`config.mk`:
```
export PLATFORM = sky130hd
export DESIGN_NAME = aes_mode_ctrl
export DESIGN_NICKNAME = d
export VERILOG_FILES = /design/src/rtl/aes_mode_ctrl.sv
export SDC_FILE = /design/constraint.sdc
export NUM_CORES = 2
export LEC_CHECK = 0
export CAP_MARGIN = 40
export CELL_PAD_IN_SITES_DETAIL_PLACEMENT = 1
export CELL_PAD_IN_SITES_GLOBAL_PLACEMENT = 1
export CORE_MARGIN = 4
export CORE_UTILIZATION = 40
export DETAILED_ROUTE_END_ITERATION = 12
export HOLD_SLACK_MARGIN = 0.15
export PLACE_DENSITY_LB_ADDON = 0.1
export SLEW_MARGIN = 5
export SYNTH_ARGS = -nofsm -noshare
export SYNTH_HDL_FRONTEND = slang
export SYNTH_SLANG_ARGS = --single-unit
```
`constraint.sdc`:
```
create_clock -name clk -period 9.2 [get_ports clk]
set_input_delay 2.3 -clock clk [delete_from_list [all_inputs] [get_ports clk]]
set_output_delay 2.3 -clock clk [all_outputs]
set_load 0.01 [all_outputs]
```
`src/rtl/aes_mode_ctrl.sv`:
```
// aes_mode_ctrl: ECB / CBC-encrypt / CTR stream controller around the
// 128-bit iterative AES encrypt engine (start/ready/valid handshake).
//
// Ports:
//   clk, rst                 clock, asynchronous active-low reset
//   cfg_mode/key/iv/load     configuration; load latches mode, key, IV
//   cfg_err                  one-cycle pulse when a load is rejected
//   busy                     input FIFO non-empty or a block in flight
//   s_valid/ready/data/last  plaintext input stream (buffered)
//   m_valid/ready/data/last  ciphertext output stream
//   eng_start/ready/valid    engine control handshake
//   eng_in/key/out           engine data (eng_in registered)
module aes_mode_ctrl #(
    parameter int IN_DEPTH = 2,
    parameter int CTR_W    = 32
) (
    input  logic         clk,
    input  logic         rst,
    input  logic [1:0]   cfg_mode,
    input  logic [127:0] cfg_key,
    input  logic [127:0] cfg_iv,
    input  logic         cfg_load,
    output logic         cfg_err,
    output logic         busy,
    input  logic         s_valid,
    output logic         s_ready,
    input  logic [127:0] s_data,
    input  logic         s_last,
    output logic         m_valid,
    input  logic         m_ready,
    output logic [127:0] m_data,
    output logic         m_last,
    output logic         eng_start,
    input  logic         eng_ready,
    input  logic         eng_valid,
    output logic [127:0] eng_in,
    output logic [127:0] eng_key,
    input  logic [127:0] eng_out
);

    localparam int AW = $clog2(IN_DEPTH);

    localparam logic [1:0] M_ECB = 2'd0;
    localparam logic [1:0] M_CBC = 2'd1;
    localparam logic [1:0] M_CTR = 2'd2;
    localparam logic [1:0] M_RSV = 2'd3;

    // Selects the incrementing low part of the counter block.
    localparam logic [127:0] LO_MASK = {128{1'b1}} >> (128 - CTR_W);

    typedef enum logic [1:0] {
        IDLE,
        START,
        RUN,
        HOLD
    } state_t;

    state_t state;
    state_t state_nx;

    logic [127:0] key_reg;
    logic [127:0] iv_reg;
    logic [127:0] chain;
    logic [127:0] ctr;
    logic [1:0]   mode_reg;
    logic         cfg_ok;

    logic [127:0] p_reg;
    logic         last_reg;

    logic [127:0] fifo_data [IN_DEPTH];
    logic         fifo_last [IN_DEPTH];
    logic [AW:0]  wr_ptr;
    logic [AW:0]  rd_ptr;
    logic         fifo_empty;
    logic         fifo_full;

    logic         push;
    logic         pop;
    logic         cfg_acc;
    logic         done;
    logic         hs;

    logic [127:0] head_data;
    logic         head_last;
    logic [127:0] eng_in_nx;
    logic [127:0] res_nx;
    logic [CTR_W-1:0] ctr_lo;
    logic [127:0] ctr_inc;

    // Pointers carry one wrap bit so full and empty are distinguishable.
    assign fifo_empty = (wr_ptr == rd_ptr);
    assign fifo_full  = (wr_ptr[AW] != rd_ptr[AW]) &&
                        (wr_ptr[AW-1:0] == rd_ptr[AW-1:0]);

    assign head_data = fifo_data[rd_ptr[AW-1:0]];
    assign head_last = fifo_last[rd_ptr[AW-1:0]];

    assign s_ready = cfg_ok & ~fifo_full;
    assign push    = s_valid & s_ready;

    // A new block only starts once the previous result has left.
    assign pop = (state == IDLE) & ~fifo_empty & eng_ready & ~m_valid;

    assign busy    = ~fifo_empty | (state != IDLE);
    assign cfg_acc = cfg_load & ~busy & ~m_valid & (cfg_mode != M_RSV);
    assign done    = (state == RUN) & eng_valid;
    assign hs      = (state == HOLD) & m_ready;
    assign eng_key = key_reg;

    assign ctr_lo  = ctr[CTR_W-1:0] + {{(CTR_W-1){1'b0}}, 1'b1};
    assign ctr_inc = (ctr & ~LO_MASK) | 128'(ctr_lo);

    always_comb begin
        eng_in_nx = head_data;
        case (mode_reg)
            M_ECB:   eng_in_nx = head_data;
            M_CBC:   eng_in_nx = head_data ^ chain;
            M_CTR:   eng_in_nx = ctr;
            default: eng_in_nx = head_data;
        endcase
    end

    assign res_nx = (mode_reg == M_CTR) ? (p_reg ^ eng_out) : eng_out;

    always_ff @(posedge clk or negedge rst) begin
        if (!rst) begin
            state <= IDLE;
        end else begin
            state <= state_nx;
        end
    end

    always_comb begin
        state_nx  = state;
        eng_start = 1'b0;
        unique case (state)
            IDLE: begin
                if (pop) begin
                    state_nx = START;
                end
            end
            START: begin
                eng_start = 1'b1;
                state_nx  = RUN;
            end
            RUN: begin
                if (eng_valid) begin
                    state_nx = HOLD;
                end
            end
            HOLD: begin
                if (m_ready) begin
                    state_nx = IDLE;
                end
            end
            default: state_nx = IDLE;
        endcase
    end

    // Storage array needs no reset; validity is tracked by the pointers.
    always_ff @(posedge clk) begin
        if (push) begin
            fifo_data[wr_ptr[AW-1:0]] <= s_data;
            fifo_last[wr_ptr[AW-1:0]] <= s_last;
        end
    end

    always_ff @(posedge clk or negedge rst) begin
        if (!rst) begin
            wr_ptr   <= '0;
            rd_ptr   <= '0;
        end else begin
            if (push) begin
                wr_ptr <= wr_ptr + {{AW{1'b0}}, 1'b1};
            end
            if (pop) begin
                rd_ptr <= rd_ptr + {{AW{1'b0}}, 1'b1};
            end
        end
    end

    always_ff @(posedge clk or negedge rst) begin
        if (!rst) begin
            key_reg  <= '0;
            iv_reg   <= '0;
            chain    <= '0;
            ctr      <= '0;
            mode_reg <= M_ECB;
            cfg_ok   <= 1'b0;
            cfg_err  <= 1'b0;
            p_reg    <= '0;
            last_reg <= 1'b0;
            eng_in   <= '0;
            m_data   <= '0;
            m_valid  <= 1'b0;
            m_last   <= 1'b0;
        end else begin
            cfg_err <= cfg_load & ~cfg_acc;

            if (cfg_acc) begin
                key_reg  <= cfg_key;
                mode_reg <= cfg_mode;
                iv_reg   <= cfg_iv;
                chain    <= cfg_iv;
                ctr      <= cfg_iv;
                cfg_ok   <= 1'b1;
            end

            if (pop) begin
                p_reg    <= head_data;
                last_reg <= head_last;
                eng_in   <= eng_in_nx;
            end

            if (done) begin
                m_data  <= res_nx;
                m_valid <= 1'b1;
                m_last  <= last_reg;
                if (mode_reg == M_CBC) begin
                    chain <= eng_out;
                end
                if (mode_reg == M_CTR) begin
                    ctr <= ctr_inc;
                end
            end

            // End of message: the next one restarts from the IV.
            if (hs) begin
                m_valid <= 1'b0;
                if (m_last) begin
                    chain <= iv_reg;
                    ctr   <= iv_reg;
                end
            end
        end
    end

endmodule

```
==> reports/results.txt <==
Status = finished clean
Setup TNS = 0 ns
1st-iter DRT viols = 3548
WL final = 196 mm
Max stage delay on crit path = 0.98 ns
Most numerous cell in the Yosys netlist = nand2_1
Post-synth EDFFs = 258
Clock Latency Late Sink = 0.74 ns
Post-synth top cells = nand2_1, dfrtp_1, o21ai_0
Register Area = 30500 um2
Number of global-route vias before repair = 43.3k
Die area = 132000 um2
Critical path buffers and inverters = 1
Final core utilization = 52.4%
Setup Skew = 0.0265 ns
Placed insts = 7064
Cells along the critical path = xor2_1 > nor2_4 > nand2_1 > clkdlybuf4s50_1
Post-Syn Area per Cell = 10.6 um2
CTS clk-pin slew, worst paths = 0.05 ns
Placer Congestion = 0.813
Worst-case reg-to-reg path depth = 9
Mapped Area = 50600 um2
Initial core utilization = 40.3%
Gr usage total = 28.8%
Max reg flops = 256
Largest fanout on the critical path = 41
Async set-reset flop share out of synthesis = 77.9%
Area share of the leading cell type in the synthesized netlist = 44.9%
Initial antenna violation count = 67
Vias per cell = 5.62
Total power = 23.6 mW
Final setup fails = 0
Mapped Nets = 5311
Synth top area cells = dfrtp_1, edfxtp_1, nand2_1
FF-to-FF End = chain[39]
Core region area = 126000 um2
Slew HR = 3.42%
Post-CTS Setup Inserts = 0
Hold endpoint = cfg_ok
Slew Viols, Final = 0
Hold buffers post-CTS = 0
Slowest-stage cell, CP = dfrtp_4
Total of max-cap violations = 0
Peak VDD IR = 0.000248 V
CTS H-Tree Depth = 4
Syn Inst Count = 4781
Warnings, synthesis = 0
Pwr dens = 357 nW/um2
Die width = 364 um
Fmax achieved = 0.180 GHz
Cell taking the most area after synthesis = dfrtp_1
Via count = 41.4k
FP Rows = 130
GRT overflow = 0
Worst-Margin Slew = 1.45 ns
# clock sinks = 1167
RSZ-0062 raised after global routing = false
First-pass GRT wire length = 287 mm
Period minus WS final = 5.55 ns
PortBufs = 911
Num ports = 912
Hold crit path type = reg -> reg
CTS buffer count = 136
FF+latch count, synth = 1167
Final cell count without fillers = 7365
CP delay by family, top = flip-flops
Reg-to-reg setup timing slack = 4.51 ns
Antenna-violating nets left = 0
FILL cells = 13.4k
Die Y = 364 um
Multi-input gate area = 18300 um2
Fin crit share = 60.3%
Share of cells above drive strength 1 = 5.15%
WP data arrival = 3.25 ns
Final HPWL DP = 130 mm
Root Buffer = clkbuf_16
Worst hold start = cfg_ok
Finished Cell Area = 65900 um2
Hold Crit Depth = 1
Library cells used by synthesis = 62
P&R area growth vs syn = 30.2%
Drt first pass iters = 6
Startpoint Class = register
Critical Path RT = 6.90 ns
Setup CP Type = reg -> out
Setup crit end kind = output port
Post-DP Area = 61500 um2
Routed len/inst = 26.5 um
Top FF cell, synth = dfrtp_1
Residual DRC = 0
NumNets Final = 6082
Clock tree from TritonCTS = yes
Final Hold Vio Count = 0
Register area share after synthesis = 60.2%
Clock buffer depth = 3
Worst R2R Start = rd_ptr[0]
Leak = 28.5 nW
Largest net degree at the start of global routing = 240
Post-cts repair resize count = 0
==> cell type report <==
class,count,share of cell area (%)
Sequential cell,1167,46.3
Multi-Input combinational cell,3130,27.7
Timing Repair Buffer,980,15.3
Clock buffer,204,6.05
Tap cell,1650,3.13
Inverter,137,0.780
Clock inverter,47,0.507
Antenna cell,50,0.190
==> power breakdown <==
group          leakage, nW  total, mW  switching, mW  internal [mW]
clock network         2.12       5.30           2.22           3.08
registers             13.5       9.01           1.44           7.57
logic                 12.9       9.25           5.31           3.94
==> kinds of logic (layout without fill, tap and decap cells) <==
group           after synthesis  after routing  synth area share (%)
mux                         228            228                  4.51
simple gates               1407           1407                  12.4
buf+inv                     484           1368                  3.91
fa+ha+maj                     8              8                 0.198
compound gates             1330           1330                  16.0
flops                      1167           1167                  60.2
xor+xnor                    157            157                  2.73
other cells                   0             50                     0
==> worst reg2reg max path, cell delays in order, from the launching register on <==
cell	delay (ns)
dfrtp_4	0.98
xor2_1	0.27
nor2_4	0.47
buf_16	0.23
buf_4	0.64
nand2_8	0.49
buf_16	0.37
buf_4	0.54
a211oi_1	0.38
o21ai_0	0.16
==> layer usage <==
layer	track usage, %	share of wire (%)	wire [um]	up-vias
met5	0	0.11	212	-
met4	11.4	3.7	7320	30
met3	8.10	7.7	15100	322
met2	46.6	47	92900	1290
met1	36.6	41	80000	21257
li1	-	-	-	18495
==> worst max path at each step <==
| stage | startpoint | endpoint | depth (start not counted) |
|---|---|---|---|
| floorplan | s_valid | fifo_data[0][0] | 2 |
| global placement | cfg_mode[0] | ctr[90] | 8 |
| detailed placement | cfg_mode[0] | ctr[81] | 8 |
| CTS | rd_ptr[0] | busy | 4 |
| global route | rd_ptr[0] | busy | 4 |
| finish | rd_ptr[0] | busy | 4 |
==> cell usage in the layout, fill, tap and decap left out, drive strengths merged, types with 125 or more instances in the layout <==
cell / instances
a211oi: 145
a21o: 125
a21oi: 153
a222oi: 127
and3: 138
clkbuf: 204
clkdlybuf4s50: 910
dfrtp: 909
edfxtp: 258
inv: 141
mux2i: 226
nand2: 927
nand3b: 127
nor2: 161
o21ai: 745
xor2: 147
==> metrics by stage <==
step                      setup WS (ns)  hold WS, ns
final                              3.65        0.463
after global routing               3.53        0.483
after CTS                          3.57        0.465
after detailed placement           2.90        0.449
after global placement             3.05        0.446
after floorplan                   0.831        0.427
Power figures use the tool's default switching activity.
